===== src/rtl/ex_mdu_if.sv =====
// ID/EX-side bundle for the multiply/divide unit: issue fields in, stall and writeback out.
interface ex_mdu_if;
   logic        flush_i;
   logic [31:0] inst_i;
   logic [31:0] op_num1_i;
   logic [31:0] op_num2_i;
   logic [4:0]  rd_addr_i;
   logic        reg_wen_i;
   logic        hold_o;
   logic        valid_o;
   logic [31:0] result_o;
   logic [4:0]  rd_addr_o;
   logic        reg_wen_o;

   modport master (
      output flush_i, inst_i, op_num1_i, op_num2_i, rd_addr_i, reg_wen_i,
      input  hold_o, valid_o, result_o, rd_addr_o, reg_wen_o
   );

   modport slave (
      input  flush_i, inst_i, op_num1_i, op_num2_i, rd_addr_i, reg_wen_i,
      output hold_o, valid_o, result_o, rd_addr_o, reg_wen_o
   );
endinterface


===== src/rtl/ex_mdu.sv =====
// RV32M multiply/divide unit for the EX stage: delayed combinational multiplier and a
// 32-step restoring divider, stalling ID/EX through hold_o until the result is written back.
module ex_mdu #(
   parameter int MUL_LAT  = 1,
   parameter bit DIV_FAST = 1'b1
) (
   input logic     clk,
   input logic     rst,
   ex_mdu_if.slave bus
);
   typedef enum logic [1:0] {IDLE, MUL, DIV, DONE} state_t;

   state_t      state;
   logic [4:0]  count;
   logic [31:0] op_a;
   logic [31:0] op_b;
   logic [2:0]  funct3;
   logic [4:0]  rd_q;
   logic        wen_q;
   logic [31:0] quot;
   logic [31:0] rem;
   logic [31:0] div_mag;
   logic        neg_q;
   logic        neg_r;
   logic        div_zero;
   logic        valid_q;
   logic [31:0] result_q;
   logic [4:0]  rd_out_q;
   logic        wen_out_q;

   logic        is_m;
   logic [2:0]  f3_in;
   logic        div_signed;
   logic        a_neg;
   logic        b_neg;
   logic [31:0] a_mag;
   logic [31:0] b_mag;
   logic        zero_in;
   logic        ovf_in;
   logic [31:0] fast_res;

   assign is_m       = (bus.inst_i[6:0] == 7'b0110011) && (bus.inst_i[31:25] == 7'b0000001);
   assign f3_in      = bus.inst_i[14:12];
   assign div_signed = ~f3_in[0];
   assign a_neg      = div_signed & bus.op_num1_i[31];
   assign b_neg      = div_signed & bus.op_num2_i[31];
   assign a_mag      = a_neg ? (~bus.op_num1_i + 32'd1) : bus.op_num1_i;
   assign b_mag      = b_neg ? (~bus.op_num2_i + 32'd1) : bus.op_num2_i;
   assign zero_in    = (bus.op_num2_i == 32'd0);
   assign ovf_in     = div_signed && (bus.op_num1_i == 32'h8000_0000) &&
                       (bus.op_num2_i == 32'hFFFF_FFFF);
   assign fast_res   = zero_in ? (f3_in[1] ? bus.op_num1_i : 32'hFFFF_FFFF)
                               : (f3_in[1] ? 32'd0 : 32'h8000_0000);

   // Operands are extended to 66 bits so one unsigned multiply covers every signedness mix
   logic        mul_a_sgn;
   logic        mul_b_sgn;
   logic [65:0] mul_a;
   logic [65:0] mul_b;
   logic [65:0] prod;
   logic [31:0] mul_res;

   assign mul_a_sgn = (funct3 == 3'd1) || (funct3 == 3'd2);
   assign mul_b_sgn = (funct3 == 3'd1);
   assign mul_a     = {{34{mul_a_sgn & op_a[31]}}, op_a};
   assign mul_b     = {{34{mul_b_sgn & op_b[31]}}, op_b};
   assign prod      = mul_a * mul_b;
   assign mul_res   = (funct3 == 3'd0) ? prod[31:0] : prod[63:32];

   logic [32:0] rem_shift;
   logic [32:0] diff;
   logic        take;
   logic [31:0] rem_next;
   logic [31:0] quot_next;
   logic [31:0] q_res;
   logic [31:0] r_res;
   logic [31:0] div_res;

   assign rem_shift = {rem, quot[31]};
   assign diff      = rem_shift - {1'b0, div_mag};
   assign take      = ~diff[32];
   assign rem_next  = take ? diff[31:0] : rem_shift[31:0];
   assign quot_next = {quot[30:0], take};
   // A zero divisor leaves an all-ones quotient that must not be negated
   assign q_res     = div_zero ? 32'hFFFF_FFFF : (neg_q ? (~quot_next + 32'd1) : quot_next);
   assign r_res     = neg_r ? (~rem_next + 32'd1) : rem_next;
   assign div_res   = funct3[1] ? r_res : q_res;

   assign bus.hold_o    = ~bus.flush_i &
                          (((state == IDLE) && is_m) || (state == MUL) || (state == DIV));
   assign bus.valid_o   = valid_q;
   assign bus.result_o  = result_q;
   assign bus.rd_addr_o = rd_out_q;
   assign bus.reg_wen_o = wen_out_q;

   always_ff @(posedge clk or negedge rst) begin
      if (!rst) begin
         state     <= IDLE;
         count     <= '0;
         op_a      <= '0;
         op_b      <= '0;
         funct3    <= '0;
         rd_q      <= '0;
         wen_q     <= 1'b0;
         quot      <= '0;
         rem       <= '0;
         div_mag   <= '0;
         neg_q     <= 1'b0;
         neg_r     <= 1'b0;
         div_zero  <= 1'b0;
         valid_q   <= 1'b0;
         result_q  <= '0;
         rd_out_q  <= '0;
         wen_out_q <= 1'b0;
      end else if (bus.flush_i) begin
         state     <= IDLE;
         count     <= '0;
         valid_q   <= 1'b0;
         wen_out_q <= 1'b0;
      end else begin
         valid_q   <= 1'b0;
         wen_out_q <= 1'b0;
         unique case (state)
            IDLE: begin
               if (is_m) begin
                  op_a     <= bus.op_num1_i;
                  op_b     <= bus.op_num2_i;
                  funct3   <= f3_in;
                  rd_q     <= bus.rd_addr_i;
                  wen_q    <= bus.reg_wen_i;
                  count    <= '0;
                  quot     <= a_mag;
                  rem      <= '0;
                  div_mag  <= b_mag;
                  neg_q    <= a_neg ^ b_neg;
                  neg_r    <= a_neg;
                  div_zero <= zero_in;
                  if (!f3_in[2]) begin
                     state <= MUL;
                  end else if (DIV_FAST && (zero_in || ovf_in)) begin
                     state     <= DONE;
                     valid_q   <= 1'b1;
                     wen_out_q <= bus.reg_wen_i;
                     result_q  <= fast_res;
                     rd_out_q  <= bus.rd_addr_i;
                  end else begin
                     state <= DIV;
                  end
               end
            end
            MUL: begin
               if (count == 5'(MUL_LAT - 1)) begin
                  state     <= DONE;
                  valid_q   <= 1'b1;
                  wen_out_q <= wen_q;
                  result_q  <= mul_res;
                  rd_out_q  <= rd_q;
               end else begin
                  count <= count + 5'd1;
               end
            end
            DIV: begin
               quot <= quot_next;
               rem  <= rem_next;
               if (count == 5'd31) begin
                  state     <= DONE;
                  valid_q   <= 1'b1;
                  wen_out_q <= wen_q;
                  result_q  <= div_res;
                  rd_out_q  <= rd_q;
               end else begin
                  count <= count + 5'd1;
               end
            end
            DONE: state <= IDLE;
            default: state <= IDLE;
         endcase
      end
   end
endmodule

===== src/flat_wrapper.sv =====
// flat-port wrapper written by rule: the top's interface ports become plain ports
module ex_mdu_flat 
#(
   parameter int MUL_LAT  = 1,
   parameter bit DIV_FAST = 1'b1
)
  (clk, rst, bus_flush_i, bus_inst_i, bus_op_num1_i, bus_op_num2_i, bus_rd_addr_i, bus_reg_wen_i, bus_hold_o, bus_valid_o, bus_result_o, bus_rd_addr_o, bus_reg_wen_o);
  ex_mdu_if bus_i ();
  input logic clk;
  input logic rst;
  input wire logic [$bits(bus_i.flush_i)-1:0] bus_flush_i;
  input wire logic [$bits(bus_i.inst_i)-1:0] bus_inst_i;
  input wire logic [$bits(bus_i.op_num1_i)-1:0] bus_op_num1_i;
  input wire logic [$bits(bus_i.op_num2_i)-1:0] bus_op_num2_i;
  input wire logic [$bits(bus_i.rd_addr_i)-1:0] bus_rd_addr_i;
  input wire logic [$bits(bus_i.reg_wen_i)-1:0] bus_reg_wen_i;
  output wire logic [$bits(bus_i.hold_o)-1:0] bus_hold_o;
  output wire logic [$bits(bus_i.valid_o)-1:0] bus_valid_o;
  output wire logic [$bits(bus_i.result_o)-1:0] bus_result_o;
  output wire logic [$bits(bus_i.rd_addr_o)-1:0] bus_rd_addr_o;
  output wire logic [$bits(bus_i.reg_wen_o)-1:0] bus_reg_wen_o;
  assign bus_i.flush_i = bus_flush_i;
  assign bus_i.inst_i = bus_inst_i;
  assign bus_i.op_num1_i = bus_op_num1_i;
  assign bus_i.op_num2_i = bus_op_num2_i;
  assign bus_i.rd_addr_i = bus_rd_addr_i;
  assign bus_i.reg_wen_i = bus_reg_wen_i;
  assign bus_hold_o = bus_i.hold_o;
  assign bus_valid_o = bus_i.valid_o;
  assign bus_result_o = bus_i.result_o;
  assign bus_rd_addr_o = bus_i.rd_addr_o;
  assign bus_reg_wen_o = bus_i.reg_wen_o;
  ex_mdu #(.MUL_LAT(MUL_LAT), .DIV_FAST(DIV_FAST)) u_core (.clk(clk), .rst(rst), .bus(bus_i));
endmodule

===== config.mk =====
export PLATFORM = sky130hd
export DESIGN_NAME = ex_mdu_flat
export DESIGN_NICKNAME = d
export VERILOG_FILES = /design/src/rtl/ex_mdu_if.sv /design/src/rtl/ex_mdu.sv /design/src/flat_wrapper.sv
export SDC_FILE = /design/constraint.sdc
export NUM_CORES = 2
export LEC_CHECK = 0
export ABC_CLOCK_PERIOD_IN_PS = 12550
export BUFFER_PORTS_ARGS = -buffer_cell sky130_fd_sc_hd__buf_4
export CAP_MARGIN = 20
export CORE_ASPECT_RATIO = 1.25
export CORE_MARGIN = 2
export CORE_UTILIZATION = 35
export CTS_BUF_LIST = sky130_fd_sc_hd__clkbuf_16
export DETAILED_ROUTE_END_ITERATION = 8
export GPL_TIMING_DRIVEN = 1
export PLACE_DENSITY = 0.59
export SYNTH_ARGS = -nofsm -noshare
export SYNTH_HDL_FRONTEND = slang
export SYNTH_SLANG_ARGS = --single-unit

===== constraint.sdc =====
create_clock -name clk -period 12.55 [get_ports clk]
set_input_delay 1.255 -clock clk [delete_from_list [all_inputs] [get_ports clk]]
set_output_delay 1.255 -clock clk [all_outputs]
set_load 0.01 [all_outputs]

# After elaboration in Yosys (flattened, before gate mapping)
# Cells that the tools add are included.
# W data, S select, Z words.
# totals
reg_bits,218
latchBits,0
ram_bits,0
romBits,0
output_inout_bits,40
elab_cells,130
n_memories,0
# op_classes
addsub,6
mul,1
n_div,0
n_lt_le_gt_ge,0
eq_ne,20
shift,0
n_mux,53
bitwise_logic,13
reduce_logical,20
# ops
cell,n
$mux W32,18
$add A32 B1 Y32 const B,4
$not A32 Y32,4
$pmux W32 S2,2
$pmux W32 S3,1
$eq A32 B32 Y1 const B,2
$mul A33 B33 Y64,1
$mux W5,9
$sub A33 B32 Y33,1
$logic_not A32 Y1,1
$pmux W5 S3,2
$mux W1,13
$ne A3 B3 Y1 const B,4
$mux W2,5
$reduce_and A3 Y1,3
$ne A2 B2 Y1 const B,4
$pmux W2 S4,1
$eq A7 B1 Y1 const B,1
$eq A7 B6 Y1 const B,1
$reduce_and A7 Y1,1
$pmux W1 S3,2
$add A5 B1 Y5 const B,1
$and A1 B1 Y1,5
$eq A5 B5 Y1 const B,1
other kinds (17),26

# Logic depth before layout (Yosys ltp)
# depth
ltp_word,9
mapped_depth,34
mapped_depth_nobuf,31

# Worst setup path after synthesis
# OpenSTA, ideal clock, no wires.
# synth_timing
path_kind,flip-flop to flip-flop
from,register u_core.funct3[1]
to,"register u_core.result_q[31], in the netlist u_core.bus.result_o[31]"
setup_ns,0.133
arrival_time_ns,8.769
required_ns,12.417
slack_ns,3.648
stages_incl_launch_ff,33
n_path_buf,3
synth_period_minus_slack_ns,8.902
cell_sequence,dfrtp_1 -> clkbuf_1 -> xnor2_1 -> nor3b_1 -> clkbuf_1 -> nand2_1 -> fa_1 -> fa_1 -> inv_1 -> fa_1 -> inv_1 -> fa_1 -> inv_1 -> fa_1 -> fa_1 -> inv_1 -> fa_1 -> fa_1 -> inv_1 -> ha_1 -> clkbuf_1 -> a21o_1 -> a21o_1 -> a21oi_1 -> nor2b_1 -> o21ai_0 -> nand2b_1 -> a221o_1 -> a21oi_1 -> nor2_1 -> a21o_1 -> a2111oi_0 -> o21bai_1
# synth_between
elab_chain_cells,7
# synth_rtl
item,line_no,text
start: declaration,ex_mdu.sv:17,logic [2:0] funct3;
start signal: assignment,ex_mdu.sv:128,funct3 <= f3_in;
$eq A3 B1 Y1 / $eq A3 B2 Y1 (equally long branches),"ex_mdu.sv:63, ex_mdu.sv:64",
$logic_or A1 B1 Y1,ex_mdu.sv:63,assign mul_a_sgn = (funct3 == 3'd1) || (funct3 == 3'd2);
$and A1 B1 Y1,ex_mdu.sv:65,"assign mul_a = {{34{mul_a_sgn & op_a[31]}}, op_a};"
$mul A33 B33 Y64,ex_mdu.sv:67,assign prod = mul_a * mul_b;
$mux W32,ex_mdu.sv:68,assign mul_res = (funct3 == 3'd0) ? prod[31:0] : prod[63:32];
$mux W32,ex_mdu.sv:152,if (count == 5'(MUL_LAT - 1)) begin
$pmux W32 S3 *,ex_mdu.sv:123,unique case (state)
end signal: assignment,ex_mdu.sv:144,result_q <= fast_res;
end signal: assignment,ex_mdu.sv:156,result_q <= mul_res;
end signal: assignment,ex_mdu.sv:169,result_q <= div_res;
end: declaration,ex_mdu.sv:27,logic [31:0] result_q;
# Mark *: on every way between the ends. The rest lies on a longest branch, timed or not. The select of a mux whose other input is x is not followed.
# A chain may end at the register's enable or synchronous reset.

# Worst setup path in the final report
# Ends and elaborated chain as after synthesis.

==> out/results.ini <==
[setup_path]
crit_slowest_cell = dfrtp_1
reg2reg_to = u_core.bus.result_o[31]$_DFFE_PN0P_
reg2reg_from = u_core.funct3[1]$_DFFE_PN0P_
startpoint_type = register
arrival_ps = 10520
critPathMaxFanout = 16
regToRegSetupSlack_ps = 2460
rr_worst_depth = 30
required_ps = 12980
critPathMaxStageDelay_ps = 840
cp-end-kind = register
crit_top_cell = fa_1
crit_type = register to register
crit_start = u_core.funct3[1]$_DFFE_PN0P_
endpoint = u_core.bus.result_o[31]$_DFFE_PN0P_

[sta]
finalHoldWorstSlack_ps = 480
relSlewSlack = 0.313
setup_ws_ps = 2460
drv_slew = 0
rsz0062_at_grt = false
max_freq_ghz = 0.0991
hold_viol_final = 0
fin_skew_ps = 25.6
worst_pin_slew_ps = 1030
period_minus_slack_ps = 10090
period_share = 0.804
fin_setup_tns_ps = 0
finalSetupViolCount = 0

[floorplan]
boundaryPins = 145
die_y_um = 441
dieArea_mm2 = 0.156
fp.dieW_um = 353
initial_utilization = 0.352
rows = 160
core_area_mm2 = 0.152

[final_layout]
seq_area_mm2 = 0.00545
nFillCells = 15557
drive_gt1_frac = 0.0545
multi_input_area_mm2 = 0.0419
design_area_mm2 = 0.0571
area_growth_pct = 6.85
fin_nets = 7575

[place]
post-dp-hpwl_um = 134000
dpl_cell_area_mm2 = 0.0562
preCtsSetupSlack_ps = 2430
io_buffers = 129
place.gp.congestion = 0.943

[logic_synthesis]
synth.top_cell.area_share = 0.422
ys_seq_elements = 217
synth_nets = 7693
synth_top_flop_cell = dfrtp_1
yosysTopAreaCell = fa_1
synth_most_common_cell = inv_1
netlist_area_mm2 = 0.0534
syn_area_per_cell_um2 = 8.61
syn_inst = 6206
synth.yosys.seq_area_share = 0.102
synth.area.top_cells = fa_1, dfrtp_1, inv_1, nand2_1, ha_1
synth_edf_count = 0
synth_cell_types = 101
ys_async_sr_fraction = 1.00
ys_top_cells_by_count = inv_1, nand2_1, fa_1
synth_warnings = 0

[clocking]
clk_latency_ps = 570
htree_num_levels = 1
cts_setup_buffers = 0
cts_buffers = 23
cts_tree = done
clk_path_buf_depth = 3
hold_buffers = 0
cts_resized = 0
clockRootBuffer = clkbuf_16
path_clk_slew_ps = 70
cts_sinks = 217

[global_routing]
grt_use_total = 0.217
grt_first_pass_wirelength_um = 264000
grt_pass1_vias = 45707
gr-total-overflow = 0
antenna_found_initial = 4
grt_max_degree = 152

[hold_path]
holdCritStartpoint = u_core.op_b[27]$_DFFE_PN0P_
hold_class = register to register

[power_and_ir_drop]
power_density_mw_per_mm2 = 29.5
ir_worst_vdd_v = 0.0000909
p_leak_nw = 26.7

[detailed_routing]
via_count = 42076
drtPass1Iterations = 6
drtIter0Drc = 2530
vias_per_cell = 5.17
wl_per_cell_um = 20.4
wirelength_um = 166000
antenna_left = 0
drc = 0

[job]
drv_cap = 0

[run_status]
status = finished, final reports clean

-- layout make-up --
class,count,share of cell area
clock inverter,19,0.00443
tap,2025,0.0444
inverter,1242,0.0817
sequential,217,0.0955
antenna,2,0.0000877
timing repair buffer,218,0.0290
multi-input combinational,4386,0.735
clock buffer,23,0.0101
-- metal layers --
metal	up-vias	global-route usage	wire [um]
met5	-	0	34
met1	21889	0.254	63100
li1	18642	-	-
met4	6	0.0997	8520
met2	1199	0.400	85700
met3	340	0.0219	8230
-- critical path, delay by kind of cell, from the launching register on --
family,cells,cell delay [ps]
compound gates,9,2020
xor+xnor,1,180
fa+ha+maj,9,4960
buf+inv,6,1270
flops,1,840
simple gates,5,650
-- cells by family after synthesis --
kind of cell / synth area share
buf+inv: 0.114
fa+ha+maj: 0.482
flops: 0.102
simple gates: 0.169
mux: 0.00763
compound gates: 0.0931
xor+xnor: 0.0328
-- sequential cells by signal, summed over array words and instances, names as in the netlist, 2 cells and up --
register,count
u_core.bus.rd_addr_o,5
u_core.rd_q,5
u_core.count,5
u_core.state,2
u_core.quot,32
u_core.op_a,32
u_core.bus.result_o,32
u_core.div_mag,32
u_core.op_b,31
u_core.rem,32
u_core.funct3,3
-- per-stage QoR --
stage                     power (mW)  instances   util
final                           1.68       8132  0.376
after floorplan                0.803       6206      -
after global routing            1.73       8130  0.376
after CTS                       1.69       8129  0.376
after global placement         0.900       8085  0.370
after detailed placement       0.902       8087  0.370
-- placed cells by master (no fill, tap or decap), drive strengths merged, types with 9 or more instances in the layout --
| cell | n |
|---|---|
| buf | 217 |
| o221ai | 22 |
| nor2b | 20 |
| o21a | 24 |
| o31ai | 21 |
| nand2 | 1177 |
| nand2b | 28 |
| nor4 | 19 |
| a21oi | 193 |
| o21bai | 11 |
| nand3 | 54 |
| o211ai | 16 |
| fa | 1126 |
| inv | 1242 |
| o21ai | 269 |
| a221oi | 17 |
| ha | 256 |
| o41ai | 12 |
| or2 | 19 |
| clkbuf | 23 |
| nor3b | 9 |
| or3 | 29 |
| mux2i | 34 |
| xnor2 | 124 |
| nand4 | 35 |
| a211oi | 20 |
| a21o | 56 |
| and2 | 319 |
| and3 | 15 |
| a2111oi | 9 |
| nor2 | 162 |
| dfrtp | 217 |
| clkinv | 11 |
| xor2 | 76 |
| or4 | 14 |
| a31oi | 25 |
| nor3 | 49 |
| o31a | 9 |
-- worst min-delay path by stage --
stage / end / slack, ps / cells after the start
after floorplan: u_core.rd_q[0]$_DFFE_PN0P_ / 450 / 2
after global placement: u_core.rd_q[3]$_DFFE_PN0P_ / 460 / 2
after detailed placement: u_core.bus.result_o[11]$_DFFE_PN0P_ / 460 / 2
after CTS: u_core.wen_q$_DFFE_PN0P_ / 480 / 2
after global routing: u_core.rd_q[3]$_DFFE_PN0P_ / 500 / 2
final: u_core.op_b[27]$_DFFE_PN0P_ / 480 / 2
-- power by group --
group / total (mW) / internal (mW) / switching (mW) / leakage [nW]
combinational: 0.171 / 0.0588 / 0.112 / 23.4
sequential: 0.721 / 0.707 / 0.0137 / 2.88
clock: 0.792 / 0.460 / 0.332 / 0.403
total: 1.68 / 1.23 / 0.458 / 26.7
(Power assumes the default switching activity.)
